$ cat config.mk
export PLATFORM = sky130hd
export DESIGN_NAME = pipeline_hazard_ctrl_flat
export DESIGN_NICKNAME = d
export VERILOG_FILES = /design/src/rtl/pipeline_hazard_ctrl_if.sv /design/src/rtl/pipeline_hazard_ctrl.sv /design/src/flat_wrapper.sv
export SDC_FILE = /design/constraint.sdc
export NUM_CORES = 1
export LEC_CHECK = 0
export CAP_MARGIN = 20
export CORE_MARGIN = 2
export CORE_UTILIZATION = 30
export DETAILED_ROUTE_END_ITERATION = 8
export SLEW_MARGIN = 10
export SYNTH_ARGS = -nofsm -noshare
export SYNTH_HDL_FRONTEND = slang
export SYNTH_SLANG_ARGS = --single-unit
$ cat constraint.sdc
create_clock -name CLK -period 4.3 [get_ports CLK]
set_input_delay 0.86 -clock CLK [delete_from_list [all_inputs] [get_ports CLK]]
set_output_delay 0.86 -clock CLK [all_outputs]
set_load 0.02 [all_outputs]
$ cat src/rtl/pipeline_hazard_ctrl_if.sv
// Hazard-controller bundle: hazard/cache indications in, pipeline-register controls out.
// Cache handshake: ihit/dhit are single-cycle completion strobes; a data access is pending while
// dmemREN|dmemWEN is high without dhit, and the request stays asserted until its dhit cycle.
interface pipeline_hazard_ctrl_if #(
    parameter int CNT_W = 32
) ();
    logic             ihit;
    logic             dhit;
    logic             dmemREN;
    logic             dmemWEN;
    logic             idex_mem_read;
    logic [4:0]       idex_rt;
    logic [4:0]       ifid_rs;
    logic [4:0]       ifid_rt;
    logic             ifid_uses_rt;
    logic             redirect;
    logic             exmem_halt;

    logic             pc_en;
    logic             ifid_en;
    logic             ifid_flush;
    logic             idex_en;
    logic             idex_flush;
    logic             idex_freeze;
    logic             exmem_en;
    logic             exmem_flush;
    logic             memwb_en;
    logic             halted;
    logic [CNT_W-1:0] stall_cycles;
    logic [1:0]       dbg_state;

    modport slave (
        input  ihit, dhit, dmemREN, dmemWEN, idex_mem_read, idex_rt, ifid_rs, ifid_rt,
               ifid_uses_rt, redirect, exmem_halt,
        output pc_en, ifid_en, ifid_flush, idex_en, idex_flush, idex_freeze, exmem_en,
               exmem_flush, memwb_en, halted, stall_cycles, dbg_state
    );

    modport master (
        output ihit, dhit, dmemREN, dmemWEN, idex_mem_read, idex_rt, ifid_rs, ifid_rt,
               ifid_uses_rt, redirect, exmem_halt,
        input  pc_en, ifid_en, ifid_flush, idex_en, idex_flush, idex_freeze, exmem_en,
               exmem_flush, memwb_en, halted, stall_cycles, dbg_state
    );
endinterface

$ cat src/rtl/pipeline_hazard_ctrl.sv
// Stall/flush sequencer for the 5-stage pipeline: load-use, cache waits, redirects, halt drain,
// plus a saturating count of hazard stall cycles. FSM state is visible on bus.dbg_state.
module pipeline_hazard_ctrl #(
    parameter int CNT_W     = 32,
    parameter int DRAIN_CYC = 2
) (
    input  logic                   CLK,
    input  logic                   nRST,
    pipeline_hazard_ctrl_if.slave  bus
);
    localparam int DW = (DRAIN_CYC > 1) ? $clog2(DRAIN_CYC) : 1;

    typedef enum logic [1:0] {RUN, DWAIT, DRAIN, HALTED} state_e;

    state_e           state_q, state_d;
    logic [DW-1:0]    drain_q, drain_d;
    logic [CNT_W-1:0] stall_q, stall_d;

    logic dpend, luse, stall_evt;
    logic pc_en, ifid_en, ifid_flush, idex_en, idex_flush, idex_freeze;
    logic exmem_en, exmem_flush, memwb_en, halted;

    assign dpend = (bus.dmemREN | bus.dmemWEN) & ~bus.dhit;
    assign luse  = bus.idex_mem_read & (bus.idex_rt != 5'd0) &
                   ((bus.idex_rt == bus.ifid_rs) | (bus.ifid_uses_rt & (bus.idex_rt == bus.ifid_rt)));

    always_comb begin
        state_d     = state_q;
        drain_d     = drain_q;
        stall_evt   = 1'b0;
        pc_en       = 1'b0;
        ifid_en     = 1'b0;
        ifid_flush  = 1'b0;
        idex_en     = 1'b0;
        idex_flush  = 1'b0;
        idex_freeze = 1'b0;
        exmem_en    = 1'b0;
        exmem_flush = 1'b0;
        memwb_en    = 1'b0;
        halted      = 1'b0;
        case (state_q)
            RUN: begin
                if (dpend) begin
                    idex_freeze = 1'b1;
                    stall_evt   = 1'b1;
                    state_d     = DWAIT;
                end else if (bus.exmem_halt) begin
                    ifid_flush  = 1'b1;
                    idex_flush  = 1'b1;
                    exmem_flush = 1'b1;
                    memwb_en    = 1'b1;
                    drain_d     = DW'(DRAIN_CYC - 1);
                    state_d     = DRAIN;
                end else if (bus.redirect & bus.ihit) begin
                    // The load-use victim is on the wrong path, so the redirect flush wins.
                    pc_en      = 1'b1;
                    ifid_flush = 1'b1;
                    idex_flush = 1'b1;
                    exmem_en   = 1'b1;
                    memwb_en   = 1'b1;
                    stall_evt  = 1'b1;
                end else if (luse) begin
                    idex_flush = 1'b1;
                    exmem_en   = 1'b1;
                    memwb_en   = 1'b1;
                    stall_evt  = 1'b1;
                end else if (~bus.ihit) begin
                    ifid_flush = 1'b1;
                    idex_en    = 1'b1;
                    exmem_en   = 1'b1;
                    memwb_en   = 1'b1;
                    stall_evt  = 1'b1;
                end else begin
                    pc_en    = 1'b1;
                    ifid_en  = 1'b1;
                    idex_en  = 1'b1;
                    exmem_en = 1'b1;
                    memwb_en = 1'b1;
                end
            end
            DWAIT: begin
                if (dpend) begin
                    idex_freeze = 1'b1;
                    stall_evt   = 1'b1;
                end else begin
                    pc_en    = 1'b1;
                    ifid_en  = 1'b1;
                    idex_en  = 1'b1;
                    exmem_en = 1'b1;
                    memwb_en = 1'b1;
                    state_d  = RUN;
                end
            end
            DRAIN: begin
                ifid_flush  = 1'b1;
                idex_flush  = 1'b1;
                exmem_flush = 1'b1;
                memwb_en    = 1'b1;
                if (drain_q == '0) state_d = HALTED;
                else               drain_d = drain_q - DW'(1);
            end
            HALTED: halted = 1'b1;
            default: state_d = RUN;
        endcase
        if (!nRST) begin
            stall_evt   = 1'b0;
            pc_en       = 1'b0;
            ifid_en     = 1'b0;
            ifid_flush  = 1'b1;
            idex_en     = 1'b0;
            idex_flush  = 1'b1;
            idex_freeze = 1'b0;
            exmem_en    = 1'b0;
            exmem_flush = 1'b1;
            memwb_en    = 1'b0;
            halted      = 1'b0;
        end
    end

    assign stall_d = (stall_evt && !(&stall_q)) ? stall_q + CNT_W'(1) : stall_q;

    always_ff @(posedge CLK) begin
        if (!nRST) begin
            state_q <= RUN;
            drain_q <= '0;
            stall_q <= '0;
        end else begin
            state_q <= state_d;
            drain_q <= drain_d;
            stall_q <= stall_d;
        end
    end

    assign bus.pc_en        = pc_en;
    assign bus.ifid_en      = ifid_en;
    assign bus.ifid_flush   = ifid_flush;
    assign bus.idex_en      = idex_en;
    assign bus.idex_flush   = idex_flush;
    assign bus.idex_freeze  = idex_freeze;
    assign bus.exmem_en     = exmem_en;
    assign bus.exmem_flush  = exmem_flush;
    assign bus.memwb_en     = memwb_en;
    assign bus.halted       = halted;
    assign bus.stall_cycles = stall_q;
    assign bus.dbg_state    = state_q;
endmodule
$ cat src/flat_wrapper.sv
// flat-port wrapper written by rule: the top's interface ports become plain ports
module pipeline_hazard_ctrl_flat 
#(
    parameter int CNT_W     = 32,
    parameter int DRAIN_CYC = 2
)
  (CLK, nRST, bus_ihit, bus_dhit, bus_dmemREN, bus_dmemWEN, bus_idex_mem_read, bus_idex_rt, bus_ifid_rs, bus_ifid_rt, bus_ifid_uses_rt, bus_redirect, bus_exmem_halt, bus_pc_en, bus_ifid_en, bus_ifid_flush, bus_idex_en, bus_idex_flush, bus_idex_freeze, bus_exmem_en, bus_exmem_flush, bus_memwb_en, bus_halted, bus_stall_cycles, bus_dbg_state);
  pipeline_hazard_ctrl_if #(.CNT_W(CNT_W)) bus_i ();
  input  logic CLK;
  input  logic nRST;
  input wire logic [$bits(bus_i.ihit)-1:0] bus_ihit;
  input wire logic [$bits(bus_i.dhit)-1:0] bus_dhit;
  input wire logic [$bits(bus_i.dmemREN)-1:0] bus_dmemREN;
  input wire logic [$bits(bus_i.dmemWEN)-1:0] bus_dmemWEN;
  input wire logic [$bits(bus_i.idex_mem_read)-1:0] bus_idex_mem_read;
  input wire logic [$bits(bus_i.idex_rt)-1:0] bus_idex_rt;
  input wire logic [$bits(bus_i.ifid_rs)-1:0] bus_ifid_rs;
  input wire logic [$bits(bus_i.ifid_rt)-1:0] bus_ifid_rt;
  input wire logic [$bits(bus_i.ifid_uses_rt)-1:0] bus_ifid_uses_rt;
  input wire logic [$bits(bus_i.redirect)-1:0] bus_redirect;
  input wire logic [$bits(bus_i.exmem_halt)-1:0] bus_exmem_halt;
  output wire logic [$bits(bus_i.pc_en)-1:0] bus_pc_en;
  output wire logic [$bits(bus_i.ifid_en)-1:0] bus_ifid_en;
  output wire logic [$bits(bus_i.ifid_flush)-1:0] bus_ifid_flush;
  output wire logic [$bits(bus_i.idex_en)-1:0] bus_idex_en;
  output wire logic [$bits(bus_i.idex_flush)-1:0] bus_idex_flush;
  output wire logic [$bits(bus_i.idex_freeze)-1:0] bus_idex_freeze;
  output wire logic [$bits(bus_i.exmem_en)-1:0] bus_exmem_en;
  output wire logic [$bits(bus_i.exmem_flush)-1:0] bus_exmem_flush;
  output wire logic [$bits(bus_i.memwb_en)-1:0] bus_memwb_en;
  output wire logic [$bits(bus_i.halted)-1:0] bus_halted;
  output wire logic [$bits(bus_i.stall_cycles)-1:0] bus_stall_cycles;
  output wire logic [$bits(bus_i.dbg_state)-1:0] bus_dbg_state;
  assign bus_i.ihit = bus_ihit;
  assign bus_i.dhit = bus_dhit;
  assign bus_i.dmemREN = bus_dmemREN;
  assign bus_i.dmemWEN = bus_dmemWEN;
  assign bus_i.idex_mem_read = bus_idex_mem_read;
  assign bus_i.idex_rt = bus_idex_rt;
  assign bus_i.ifid_rs = bus_ifid_rs;
  assign bus_i.ifid_rt = bus_ifid_rt;
  assign bus_i.ifid_uses_rt = bus_ifid_uses_rt;
  assign bus_i.redirect = bus_redirect;
  assign bus_i.exmem_halt = bus_exmem_halt;
  assign bus_pc_en = bus_i.pc_en;
  assign bus_ifid_en = bus_i.ifid_en;
  assign bus_ifid_flush = bus_i.ifid_flush;
  assign bus_idex_en = bus_i.idex_en;
  assign bus_idex_flush = bus_i.idex_flush;
  assign bus_idex_freeze = bus_i.idex_freeze;
  assign bus_exmem_en = bus_i.exmem_en;
  assign bus_exmem_flush = bus_i.exmem_flush;
  assign bus_memwb_en = bus_i.memwb_en;
  assign bus_halted = bus_i.halted;
  assign bus_stall_cycles = bus_i.stall_cycles;
  assign bus_dbg_state = bus_i.dbg_state;
  pipeline_hazard_ctrl #(.CNT_W(CNT_W), .DRAIN_CYC(DRAIN_CYC)) u_core (.CLK(CLK), .nRST(nRST), .bus(bus_i));
endmodule
* After elaboration in Yosys (flattened, before gate mapping) *
Index checks and enable logic that the tools add are counted.

storage, ports and cells
  register bits = 35
  output and inout port bits = 44

operators by class
  $add $sub $neg = 2
  equal/unequal tests = 10
  muxes and demuxes = 62
  bitwise operators = 8
  reduce and logical (&&, ||, !) cells = 10

operators by type and width
  cell                                                  number
  2-to-1 mux 1 bit                                      47
  adder 32 x 1 -> 32 bit (second input constant)        1
  AND reduction 32 bit                                  1
  one-hot mux 1 bit (2 select lines)                    10
  equality test 5 bit                                   2
  2-to-1 mux 2 bit                                      4
  != test 2 bit (second input constant)                 4
  one-hot mux 2 bit (3 select lines)                    1
  AND 1 bit                                             5
  nonzero test 5 bit                                    1
  equality test 2 bit (second input constant)           2
  AND reduction 4 bit                                   1
  != test 3 x 2 -> 1 bit (second input constant)        1
  AND reduction 3 bit                                   1
  nonzero test 3 bit                                    1
  equality test 2 x 1 -> 1 bit (second input constant)  1
  logical NOT 2 bit                                     1
  OR 1 bit                                              2
  nonzero test 2 bit                                    1
  OR reduction 2 bit                                    1
  logical AND 1 bit                                     1
  logical NOT 1 bit                                     1
  NOT 1 bit                                             1
  subtractor 1 bit (second input constant)              1

* Logic depth before layout (Yosys ltp) *
Gate-level depths: netlist of run 1.

  depth in word-level cells = 11
  mapped depth = 10
  depth with buffers taken out = 8

* Worst setup path before layout of run 1 *
No wires, ideal clock.

  path kind = input -> output
  start point = input bus_dmemWEN
  end point = output bus_ifid_flush
  data arrival time = 2.012 ns
  path slack = 1.428 ns
  cell stages on the path = 4
  path through = o21bai_1 -> clkbuf_1 -> nand2_1 -> o31ai_1

between the ends
  cells in the longest elaborated chain, start to end = 5

RTL lines
  what                                RTL line                     RTL
  start: declaration                  flat_wrapper.sv:14           input wire logic [$bits(bus_i.dmemWEN)-1:0] bus_dmemWEN;
  OR 1 bit                            pipeline_hazard_ctrl.sv:23   assign dpend = (bus.dmemREN | bus.dmemWEN) & ~bus.dhit;
  AND 1 bit                           pipeline_hazard_ctrl.sv:23
  2-to-1 mux 1 bit                    pipeline_hazard_ctrl.sv:43   if (dpend) begin
  one-hot mux 1 bit (2 select lines)  pipeline_hazard_ctrl.sv:41   case (state_q)
  2-to-1 mux 1 bit                    pipeline_hazard_ctrl.sv:105  if (!nRST) begin
  end: declaration                    flat_wrapper.sv:24           output wire logic [$bits(bus_i.ifid_flush)-1:0] bus_ifid_flush;

Every way passes these cells.

* Final worst setup path of run 1 *
  start point = input bus_idex_rt[4]
  end point = output bus_idex_flush

between the ends
  cells in the longest elaborated chain, start to end = 10
  elaborated cells between the ends (all ways) = 13
  classes of those cells = eq/ne: 2; mux: 6; bitwise: 4; reduce/logical: 1

RTL lines
  what                                  RTL line                     RTL
  start: declaration                    flat_wrapper.sv:16           input wire logic [$bits(bus_i.idex_rt)-1:0] bus_idex_rt;
  equality test 5 bit                   pipeline_hazard_ctrl.sv:25   ((bus.idex_rt == bus.ifid_rs) | (bus.ifid_uses_rt & (bus.idex_rt == bus.ifid_rt)));
  AND 1 bit                             pipeline_hazard_ctrl.sv:25
  OR 1 bit                              pipeline_hazard_ctrl.sv:25
  AND 1 bit *                           pipeline_hazard_ctrl.sv:24   assign luse = bus.idex_mem_read & (bus.idex_rt != 5'd0) &
  2-to-1 mux 1 bit *                    pipeline_hazard_ctrl.sv:62   end else if (luse) begin
  2-to-1 mux 1 bit *                    pipeline_hazard_ctrl.sv:54   end else if (bus.redirect & bus.ihit) begin
  2-to-1 mux 1 bit *                    pipeline_hazard_ctrl.sv:47   end else if (bus.exmem_halt) begin
  2-to-1 mux 1 bit *                    pipeline_hazard_ctrl.sv:43
  one-hot mux 1 bit (2 select lines) *  pipeline_hazard_ctrl.sv:41
  2-to-1 mux 1 bit *                    pipeline_hazard_ctrl.sv:105
  end: declaration                      flat_wrapper.sv:26           output wire logic [$bits(bus_i.idex_flush)-1:0] bus_idex_flush;

Every way passes the cells marked *; elsewhere a longest branch is shown, timed or not.

==> results of run 1 <==
[cell families after synthesis]
group / synth area share, %
xor+xnor: 3.82
flops: 30.6
compound gates: 22.7
mux: 2.18
buf+inv: 5.35
fa+ha+maj: 3.28
simple gates: 32.1
[registers in the layout, indices dropped and copies added (netlist names)]
signal                   flops
u_core.drain_q               1
u_core.bus.dbg_state         2
u_core.bus.stall_cycles     32
[worst min-delay path, stage by stage, from the launching register on]
cell	delay, ns
dfxtp_1	0.33
o21ai_0	0.07
a21oi_1	0.06
[metrics by stage]
stage / cell area, sq um / setup WS [ns]
after global placement: 3060 / 0.528
after global routing: 3170 / 0.319
final: 3170 / 0.480
after detailed placement: 3060 / 0.478
after CTS: 3170 / 0.472
after floorplan: 2290 / 1.43
[report_power, final]
part,switching (mW),internal [mW]
Combinational,0.175,0.139
Sequential,0.0184,0.336
Clock,0.120,0.188
Total,0.314,0.663
[routing by layer]
layer  vias to the layer above  wire length [microns]  GRT usage, %
li1                       1213                      -             -
met1                      1104                   3080          20.2
met2                        57                   2700          23.1
met3                         5                    300          3.82
met4                         0                     42          3.28
met5                         -                      0             0
[path summary, 6_finish.rpt]
kind / endpoint / slack, ns
hold / removal: u_core.bus.stall_cycles[18] / 0.50
setup reg to reg: u_core.bus.stall_cycles[5] / 1.94
setup / recovery: bus_idex_flush / 0.48
hold reg to reg: u_core.bus.stall_cycles[18] / 0.50
[cell type report]
cell class	instances	share of cell area, %
sequential	35	22.1
timing repair buffer	73	22.6
clock inverter	2	1.10
clock buffer	6	2.60
tap	99	3.90
multi-input combinational	223	46.6
inverter	9	1.06
[placed cells by master (no fill, tap or decap), types with 5 or more instances in the layout]
| cell type | instances |
|---|---|
| a21oi_1 | 29 |
| and3_1 | 5 |
| and4_1 | 5 |
| buf_4 | 5 |
| clkbuf_8 | 6 |
| clkdlybuf4s50_1 | 68 |
| dfxtp_1 | 35 |
| ha_1 | 6 |
| inv_1 | 8 |
| mux2i_1 | 5 |
| nand2_1 | 24 |
| nand2b_1 | 6 |
| nand3_1 | 21 |
| nand4_1 | 12 |
| nor2_1 | 11 |
| o21ai_0 | 8 |
| o311ai_1 | 6 |
| o31ai_1 | 13 |
| o41ai_1 | 7 |
| or3_1 | 8 |
| or4_1 | 13 |
| xnor2_1 | 10 |
==> run metrics, run 1 <==
status=complete, no violations; top-area cell type share of the netlist area=a little under a third; Antenna Cells=0; Synth-to-Final Area Change=38.5%; final net count=~380; initial DRC count=between 100 and 150; Residual DRC=0; drt wl/cell=roughly 14 microns; Via density=between 5 and 6; final hold vios=0; FF/Latch Area=701 sq um; Clock Sinks=35; Synth cell types=47; first-pass GRT wire length=about 10 mm; worst r2r src=u_core.bus.stall_cycles[0]; root buffer cell=clkbuf_8; # Post-CTS Setup Buffers=0; hold_sp=u_core.bus.stall_cycles[18]; input/output buffers=68; worst-path fanout max=4; Ys Warns=0; remaining global-route overflow=0; Initial Utilization=between 30% and 40%; fmax=~0.26 GHz; ratio of cells with drive above 1 in the final layout=6.61%; R2R depth=7; Multi-input gate area=approximately 1500 sq um; CP bufs+invs=2; Synth Flop Type=dfxtp_1; RSZ-0062 raised after global routing=no; Clock Pin Slew Worst Setup and Hold Paths=0.07 ns; Hold WS=0.498 ns; Resized Gates After CTS=0; via count=around 2400; Post-synth top cells=dfxtp_1, a21oi_1, nand2_1; vias in the first global route=around 2200; Rel. slew slack=roughly three fifths; number of flops mapped to enable cells by yosys=0; period utilization=roughly 89%; critical path arrival=around 3.0 ns; hold path cells=2; Cell Area, Synth=2290 sq um; CP max stage delay=about 0.6 ns; leading area contributor after synthesis=dfxtp_1; final critical-path required period=3.82 ns; Leak=1.06 nW; Syn Inst Count=284; DP HPWL=about 4.3 mm; Core ar.=7330 sq um; Slowest cell on crit path=clkdlybuf4s50_1; cell row count=31; drt pass-1 iters=4; Cell Count Post-Placement=439; cell family with most CP delay=buffers and inverters; crit end category=output port; WP depth=8; Seq cells post-synth=35; Ports=roughly 70; slew of the pin with the lowest slew margin=approximately 0.58 ns; die area=roughly 8400 sq um; ranking of synthesized cells by area=dfxtp_1, a21oi_1, nand3_1; syn_area_per_cell=8.07 sq um; Worst setup startpoint=bus_idex_rt[4]; Crit path required time=3.44 ns; worst-path cell chain=clkdlybuf4s50_1 > xnor2_1 > nand3_1 > o22ai_1 > nand3_1 > nand2_1 > a31o_2 > clkdlybuf4s50_1; H-tree depth=2; die height=roughly 90 microns; die width=about 91 microns; most common cell in the netlist=dfxtp_1; worst hold-check path type=reg2reg; worst-case clock buffer depth=2; clk_lat worst skew=around 0.29 ns; worst setup path class=in2out; gpl congestion=between 0.7 and 0.8; post-synthesis sequential area ratio=approximately 30%; GR Util All Layers=roughly 15%; asr flop ratio synth=0%; largest net degree at the start of global routing=between 50 and 60; initial antenna violation count=0; Synth Net Count=approximately 320; Final Util=43.3%; drt total wl=roughly 6.1 mm; cts-stage hold buffer count=0; Final ANT Viol Nets=0; Power Density=308 nW/um^2; filler instances=between 700 and 800; CTS Buf Count=5; clk_skew=between 0.01 and 0.015 ns; max-cap violations=0; critical path startpoint category=input port; total design power=between 0.9 and 1 mW; TNS Setup=0 ns; final setup vio count=0; worst vdd ir=between 0.15 and 0.2 mV; CTS tree=done; Layout Cells excl Fill=447; Max Slew Vio Count=0
No activity file was read; power rests on OpenSTA's default activity.
==> inputs of run 2 (changes only) <==
Clock period 4.3 ns to 4.7 ns, I/O delays scaled along.
==> run 2 against run 1 <==
  * Sequential power decreased by 8.5%
  * Largest power group unchanged
  * Worst hold slack gained 0.0076 ns
  * Critical path depth is the same
  * Core utilization down 0.44 points
  * Die area unchanged
  * Design area down 1.0%
  * Wire length rose by 2.1%
  * Final cell count is 0.45% lower
  * Highest routed layer unchanged
  * Flip-flop and latch count unchanged
  * Setup slack improved by 0.044 ns
==> run metrics, run 2 (synthesis results as in run 1) <==
H-tree depth=2 (unchanged); Synth-to-Final Area Change=37.1%; Top Layer Used=met4; P_sw=0.288 mW (-8.2%); met2 WL=2.94 mm (+8.9%); via count=2385 (+0.25%); critical path startpoint category=input port; worst vdd ir=0.148 mV (-8.1%); Clock Sinks=35 (unchanged); drt total wl=6.25 mm (+2.1%); combinational fraction of design power=33.5% (+1.3 points); most frequent cells in the layout=clkdlybuf4s50_1, dfxtp_1, a21oi_1; Leak=1.04 nW (-1.9%); Crit path required time=3.76 ns (+0.32 ns); cell family with most CP delay=buffers and inverters; Clk pwr share=28.6% (-2.9 points); Residual DRC=0 (unchanged); CTS Buf Count=5 (unchanged); # Post-CTS Setup Buffers=0 (unchanged); hold_sp=u_core.bus.stall_cycles[18]; CP bufs+invs=2 (unchanged); remaining global-route overflow=0 (unchanged); input/output buffers=68 (unchanged); GR Util All Layers=14.7% (-0.020 points); worst-path cell chain=clkdlybuf4s50_1 > xnor2_1 > nand3_1 > o22ai_1 > nand3_1 > nand2_1 > a31o_2 > clkdlybuf4s50_1; first-pass GRT wire length=10.3 mm (-0.73%); fmax=roughly 0.24 GHz; Int Pwr=0.568 mW (-14%); final hold vios=0 (unchanged); Initial Utilization=31.3% (unchanged); critical path arrival=3.24 ns (+0.28 ns); Hold WS=0.505 ns (+0.00761 ns); die area=8360 sq um (unchanged); Multi-input gate area=1480 sq um (unchanged); Via density=5.36 (+0.70%); DP HPWL=4.46 mm (+3.4%); drt pass-1 iters=4 (unchanged); reg2reg end=u_core.bus.stall_cycles[5]; root buffer cell=clkbuf_8; crit end category=output port; metal3 WL=213 microns (-29%); ratio of cells with drive above 1 in the final layout=5.78% (-0.83 points); worst r2r src=u_core.bus.dbg_state[0]; period utilization=~89%; Worst setup startpoint=bus_idex_rt[4]; clk_skew=0.00637 ns (-0.00454 ns); Final ANT Viol Nets=0 (unchanged); commonest non-fill, non-tap cell in the layout=clkdlybuf4s50_1; register share of total power=37.9% (+1.6 points); slew of the pin with the lowest slew margin=0.793 ns (+0.210 ns); cts-stage hold buffer count=0 (unchanged); final setup vio count=0 (unchanged); Power Density=273 nW/um^2 (-11%); worst hold-check path type=reg2reg; final critical-path required period=around 4.2 ns; largest net degree at the start of global routing=41 (-29%); status=complete, no violations; CP max stage delay=0.60 ns (about the same); Cell Count Post-Placement=437 (-0.46%); FF/Latch Area=701 sq um (unchanged); Clock Pin Slew Worst Setup and Hold Paths=0.07 ns (about the same); max-cap violations=0 (unchanged); Switching Fraction=33.6% (+1.5 points); TNS Setup=0 ns (unchanged); initial antenna violation count=0 (unchanged); RSZ-0062 raised after global routing=no; CTS tree=done; Metal-1 WL=3.07 mm (-0.33%); die height=91.4 microns (unchanged); initial DRC count=136 (+27%); Resized Gates After CTS=0 (unchanged); Hold Path End=u_core.bus.stall_cycles[18]; hold path cells=2 (unchanged); Max Slew Vio Count=0 (unchanged); Antenna Cells=0 (unchanged); Core ar.=7330 sq um (unchanged); filler instances=743 (+3.1%); setup slack on the worst flop-to-flop path=2.18 ns (+0.24 ns); clk_lat worst skew=0.29 ns (about the same); drt wl/cell=14.0 microns (+2.5%); R2R depth=8 (+1); cell row count=31 (unchanged); Ports=69 (unchanged); worst-case clock buffer depth=2 (unchanged); Layout Cells excl Fill=445 (-0.45%); vias in the first global route=2156 (-2.9%); max FFs per register=32 (unchanged); worst-path fanout max=4 (unchanged); final net count=376 (-0.53%); gpl congestion=0.779 (+1.9%); Slowest cell on crit path=clkdlybuf4s50_1; worst setup path class=in2out; die width=91.4 microns (unchanged); total design power=0.856 mW (-12%); Rel. slew slack=47.0% (-14 points)
==> run 2: cell count changes in the layout (fill, tap and decap cells not counted), sizes merged <==
cell    delta
clkbuf     +2
clkinv     -1
bufinv     -1
buf        -2
==> run 2: layout make-up <==
class	count	area share, %
Clock buffer	8	3.19
Inverter	9	1.08
Multi-Input combinational cell	223	47.1
Sequential cell	35	22.3
Tap cell	99	3.94
Timing Repair Buffer	71	22.4
==> run 2: through the flow <==
stage	area (sq um)	setup slack [ns]	util [%]
after floorplan	2290	1.67	-
after global placement	3040	0.581	41.5
after detailed placement	3040	0.528	41.5
after CTS	3140	0.526	42.9
after global routing	3140	0.372	42.9
final	3140	0.524	42.9
==> run 2: power groups by stage <==
| stage | Combinational, mW | Clock, mW | Sequential (mW) |
|---|---|---|---|
| after floorplan | 0.169 | 0 | 0.338 |
| after global placement | 0.287 | 0 | 0.332 |
| after detailed placement | 0.287 | 0 | 0.331 |
| after CTS | 0.288 | 0.251 | 0.324 |
| after global routing | 0.313 | 0.266 | 0.326 |
| final | 0.287 | 0.245 | 0.325 |
==> run 2: how the worst max path moves through the flow <==
stage	end	slack, ns	cells past startpoint
floorplan	bus_ifid_flush	1.67	4
detailed placement	bus_idex_flush	0.53	8
global route	bus_idex_flush	0.37	8
CTS	bus_idex_flush	0.53	8
finish	bus_idex_flush	0.52	8
global placement	bus_idex_flush	0.58	8
==> run 2: worst register-to-register path, cell delays in order, from the launching register on <==
cell     delay (ns)
dfxtp_1        0.44
inv_1          0.12
ha_1           0.29
o21ai_1        0.18
o22ai_1        0.15
o21ai_4        0.60
buf_4          0.38
nor3_1         0.11
mux2i_1        0.13
==> run 2: layer usage <==
layer / track usage, % / up-vias
li1: - / 1215
met3: 3.32 / 3
met1: 20.2 / 1118
met2: 23.2 / 49
met5: 0 / -
met4: 3.79 / 0
